--- config.mk ---
export PLATFORM = sky130hd
export DESIGN_NAME = spart_tx
export DESIGN_NICKNAME = d
export VERILOG_FILES = /design/src/rtl/spart_tx.sv
export SDC_FILE = /design/constraint.sdc
export NUM_CORES = 1
export LEC_CHECK = 0
export BUFFER_PORTS_ARGS = -buffer_cell sky130_fd_sc_hd__buf_2
export CAP_MARGIN = 20
export CORE_ASPECT_RATIO = 0.75
export CORE_MARGIN = 5
export CORE_UTILIZATION = 47
export DETAILED_ROUTE_END_ITERATION = 7
export PLACE_DENSITY = 0.67
export SYNTH_ARGS = -nofsm -noshare
export SYNTH_HDL_FRONTEND = slang
export SYNTH_SLANG_ARGS = --single-unit
--- constraint.sdc ---
create_clock -name clk -period 2.7 [get_ports clk]
set_clock_uncertainty 0.1 [all_clocks]
set_input_delay 0.405 -clock clk [delete_from_list [all_inputs] [get_ports clk]]
set_output_delay 0.405 -clock clk [all_outputs]
set_load 0.005 [all_outputs]
--- src/rtl/spart_tx.sv ---
// Serial transmitter: one holding byte plus one shift register, framed as start/data/parity/stop.
// Bit timing comes entirely from tx_enable ticks; writes are refused (and flagged) while holding is full.
module spart_tx #(
    parameter int DATA_BITS = 8,
    parameter int PARITY    = 0,
    parameter int STOP_BITS = 1
) (
    input  logic       clk,
    input  logic       rst,
    input  logic       tx_enable,
    input  logic       wr,
    input  logic [7:0] data_in,
    input  logic       clr_ovr,
    output logic       txd,
    output logic       tbr,
    output logic       busy,
    output logic       ovr
);

    typedef enum logic [2:0] {S_IDLE, S_START, S_DATA, S_PARITY, S_STOP} state_t;

    localparam logic [7:0] DATA_MASK = 8'hFF >> (8 - DATA_BITS);
    localparam logic [2:0] LAST_BIT  = 3'(DATA_BITS - 1);
    localparam logic       LAST_STOP = 1'(STOP_BITS - 1);

    state_t     state_q, state_d;
    logic [7:0] hold_q, hold_d;
    logic       hold_full_q, hold_full_d;
    logic [7:0] shift_q, shift_d;
    logic [2:0] cnt_q, cnt_d;
    logic       stop_cnt_q, stop_cnt_d;
    logic       par_q, par_d;
    logic       txd_q, txd_d;
    logic       ovr_q, ovr_d;
    logic       load;

    always_comb begin
        state_d     = state_q;
        hold_d      = hold_q;
        hold_full_d = hold_full_q;
        shift_d     = shift_q;
        cnt_d       = cnt_q;
        stop_cnt_d  = stop_cnt_q;
        par_d       = par_q;
        txd_d       = txd_q;
        ovr_d       = ovr_q;
        load        = 1'b0;

        if (tx_enable) begin
            case (state_q)
                S_IDLE: begin
                    if (hold_full_q) load = 1'b1;
                end
                S_START: begin
                    state_d = S_DATA;
                    cnt_d   = 3'd0;
                    txd_d   = shift_q[0];
                end
                S_DATA: begin
                    shift_d = shift_q >> 1;
                    cnt_d   = cnt_q + 3'd1;
                    if (cnt_q == LAST_BIT) begin
                        if (PARITY != 0) begin
                            state_d = S_PARITY;
                            txd_d   = par_q;
                        end else begin
                            state_d    = S_STOP;
                            stop_cnt_d = 1'b0;
                            txd_d      = 1'b1;
                        end
                    end else begin
                        txd_d = shift_q[1];
                    end
                end
                S_PARITY: begin
                    state_d    = S_STOP;
                    stop_cnt_d = 1'b0;
                    txd_d      = 1'b1;
                end
                S_STOP: begin
                    if (stop_cnt_q == LAST_STOP) begin
                        // Reload straight into START so back-to-back frames have no idle gap
                        if (hold_full_q) begin
                            load = 1'b1;
                        end else begin
                            state_d = S_IDLE;
                            txd_d   = 1'b1;
                        end
                    end else begin
                        stop_cnt_d = stop_cnt_q + 1'b1;
                    end
                end
                default: begin
                    state_d = S_IDLE;
                    txd_d   = 1'b1;
                end
            endcase
        end

        if (load) begin
            state_d     = S_START;
            shift_d     = hold_q;
            par_d       = (^hold_q) ^ (PARITY == 2);
            hold_full_d = 1'b0;
            txd_d       = 1'b0;
        end

        // Acceptance uses the pre-transfer holding state; a set from a dropped write beats a clear
        if (clr_ovr) ovr_d = 1'b0;
        if (wr) begin
            if (hold_full_q) begin
                ovr_d = 1'b1;
            end else begin
                hold_d      = data_in & DATA_MASK;
                hold_full_d = 1'b1;
            end
        end
    end

    always_ff @(posedge clk or negedge rst) begin
        if (!rst) begin
            state_q     <= S_IDLE;
            hold_q      <= 8'd0;
            hold_full_q <= 1'b0;
            shift_q     <= 8'd0;
            cnt_q       <= 3'd0;
            stop_cnt_q  <= 1'b0;
            par_q       <= 1'b0;
            txd_q       <= 1'b1;
            ovr_q       <= 1'b0;
        end else begin
            state_q     <= state_d;
            hold_q      <= hold_d;
            hold_full_q <= hold_full_d;
            shift_q     <= shift_d;
            cnt_q       <= cnt_d;
            stop_cnt_q  <= stop_cnt_d;
            par_q       <= par_d;
            txd_q       <= txd_d;
            ovr_q       <= ovr_d;
        end
    end

    assign txd  = txd_q;
    assign tbr  = ~hold_full_q;
    assign busy = (state_q != S_IDLE);
    assign ovr  = ovr_q;

endmodule

==> impl_metrics.json <==
{
  "status": "complete, no violations",
  "wl_met2_um": 1020,
  "powerDensity_mw_per_mm2": 1170,
  "grt_pass1_wl_um": 3860,
  "wl_per_cell_um": 14.3,
  "slew_headroom_pct": 52.1,
  "drive_gt1_share_pct": 19.7,
  "fin_ws_ns": 0.690,
  "period_share_pct": 74.4,
  "final_common_cell": "dfrtp_1",
  "pre_cts_ws_ns": 0.952,
  "ys_ff_latch": 25,
  "clock_path_buffers": 2,
  "start_util_pct": 48.3,
  "crit_path_cell_trace": "or3_1 -> buf_2",
  "grt_usage_pct": 13.3,
  "drv_cap": 0,
  "grt_remaining_overflow": 0,
  "synth.avg_cell_area_um2": 11.4,
  "synthCells": 109,
  "yosys.cell_types.count": 29,
  "critPathMaxStageDelay_ns": 0.65,
  "first_pass_iters": 4,
  "die_h_um": 54.4,
  "final-setup-viol-count": 0,
  "crit_path_top_delay_cell": "dfrtp_1",
  "final_cell_mix": "dfrtp_1 (24), buf_2 (16), mux2_1 (8), inv_1 (7)",
  "fin_nets": 138,
  "finalSetupTns_ns": 0,
  "ant_nets": 0,
  "dp_hpwl_um": 1660,
  "wirelength_um": 2260,
  "num_rows": 16,
  "cts_sinks": 25,
  "wl_met1_um": 1110,
  "max_freq_ghz": 0.498,
  "path_class": "reg -> out",
  "crit_required_ns": 2.19,
  "ys_seq_area_share_pct": 50.7,
  "place.gp.congestion": 0.715,
  "io_pins": 17,
  "grt_max_degree": 26,
  "cts_resized": 0,
  "core_area_mm2": 0.00256,
  "wl_met3_um": 101,
  "grt_antenna_before_repair": 0,
  "rsz0062_at_grt": "false",
  "netlist_area_mm2": 0.00124,
  "htreeDepth": 1,
  "p_leak_nw": 0.586,
  "n_fill_cell": 251,
  "grt_pass1_vias": 862,
  "cts_buffers": 3,
  "worstMarginPinSlew_ns": 0.717,
  "ys.warnings.count": 0,
  "hold_path_class": "in -> reg",
  "viasPerCell": 5.58,
  "start_kind": "register",
  "n_antenna_cell": 0,
  "area_growth_pct": 7.99,
  "cp.arrival_ns": 1.50,
  "cp-end-kind": "primary output",
  "via_count": 882,
  "cts-root-buf": "clkbuf_4",
  "maxSlewViolCount": 0,
  "port_buffers": 16,
  "drt_first_iter_violations": 17,
  "peakVddDrop_mv": 0.569,
  "critPathMaxFanout": 24,
  "die_area_mm2": 0.00377,
  "path_clk_slew_ns": 0.13,
  "hold_viol": 0,
  "synth.net_count": 124,
  "top_layer": "met4",
  "clk-insertion-delay-late_ns": 0.32,
  "layout_min_cycle_time_ns": 2.01,
  "drc": 0,
  "die_x_um": 69.3,
  "cts_tree": "built"
}
layer usage:
layer  vias up  global-route usage, %
li1        423                      -
met1       432                   16.4
met2        22                   22.6
met3         5                   4.22
met4         0                   4.87
met5         -                      0
worst max-delay path, delay by kind of cell, from the launching register on:
| kind | cells | cell delay (ns) |
|---|---|---|
| simple gates | 1 | 0.41 |
| flops | 1 | 0.65 |
| buf+inv | 1 | 0.13 |
cell type report:
type                    instances  area [um2]  share of cell area (%)
inverters                       7        26.3                    1.97
multi-input cells              69         522                    39.0
well taps                      36        45.0                    3.37
clock buffers                   4        26.3                    1.97
flip-flops and latches         25         627                    46.9
repair buffers                 17        90.1                    6.74
sequential cells by signal, indices dropped and copies added, names as in the netlist:
register / count
cnt_q: 3
hold_full_q: 1
hold_q: 8
ovr: 1
shift_q: 8
state_q: 3
txd: 1
Yosys cell counts:
| master | number | area share [%] |
|---|---|---|
| dfrtp_1 | 24 | 49 |
| mux2_1 | 8 | 7.3 |
| inv_1 | 7 | 2.1 |
| a21oi_1 | 6 | 2.4 |
| o22ai_1 | 6 | 3.0 |
| a2bb2oi_1 | 5 | 3.5 |
| nor2b_1 | 5 | 2.5 |
| o22a_1 | 5 | 3.5 |
| buf_4 | 4 | 2.4 |
| nand2_1 | 4 | 1.2 |
| nor2_1 | 4 | 1.2 |
| nor3b_1 | 4 | 2.4 |
| a31oi_1 | 3 | 1.5 |
| o2bb2ai_1 | 3 | 2.1 |
| buf_2 | 2 | 0.81 |
| buf_6 | 2 | 1.8 |
| ha_1 | 2 | 2.0 |
| nand2b_1 | 2 | 1.0 |
| nand2b_2 | 2 | 1.4 |
| o21ai_0 | 2 | 0.81 |
| a21oi_4 | 1 | 1.3 |
| a22oi_1 | 1 | 0.61 |
| a32o_1 | 1 | 0.81 |
| and4bb_1 | 1 | 1.0 |
| dfstp_2 | 1 | 2.1 |
| nor2b_2 | 1 | 0.71 |
| o21ai_1 | 1 | 0.40 |
| o32ai_1 | 1 | 0.71 |
| or3_1 | 1 | 0.51 |
cells by family after synthesis:
kind of cell | Yosys count | share of synthesized area (%)
muxes | 8 | 7.28
AOI/OAI and AO/OA | 35 | 20.8
and+or+nand+nor | 24 | 12.0
buffers and inverters | 15 | 7.18
DFF | 25 | 50.7
adders and majority gates | 2 | 2.02
through the flow:
stage	hold WS, ns	power [mW]	cell area, um2	instances	utilization (%)
floorplan	0.00941	1.29	1240	109	-
global placement	0.324	1.37	1300	153	50.7
detailed placement	0.327	1.41	1300	153	50.7
CTS	0.179	1.58	1340	158	52.1
global route	0.167	1.69	1340	158	52.1
finish	0.181	1.56	1340	158	52.1
where the power goes:
| part | internal (mW) | total [mW] | switching (mW) |
|---|---|---|---|
| Clock | 0.0578 | 0.166 | 0.108 |
| Combinational | 0.342 | 0.628 | 0.286 |
| Sequential | 0.565 | 0.765 | 0.201 |
| Total | 0.965 | 1.56 | 0.594 |
path summary, 6_finish.rpt:
path	slack, ns	cells past startpoint	to	startpoint
worst max-delay path	0.69	2	busy	state_q[1]
worst min-delay path	0.18	2	ovr	clr_ovr
worst max register to register	0.97	2	hold_q[5]	hold_full_q
worst min register to register	0.40	1	hold_q[7]	hold_q[7]
max in group asynchronous	1.65	2	txd	rst
min in group asynchronous	0.49	2	shift_q[2]	rst
what timing repair did:
action | in CTS | in global routing
hold buffers | 1 | 0
setup buffers | 0 | 0
endpoints found under the hold margin | 24 | 0
(Power assumes the default switching activity.)
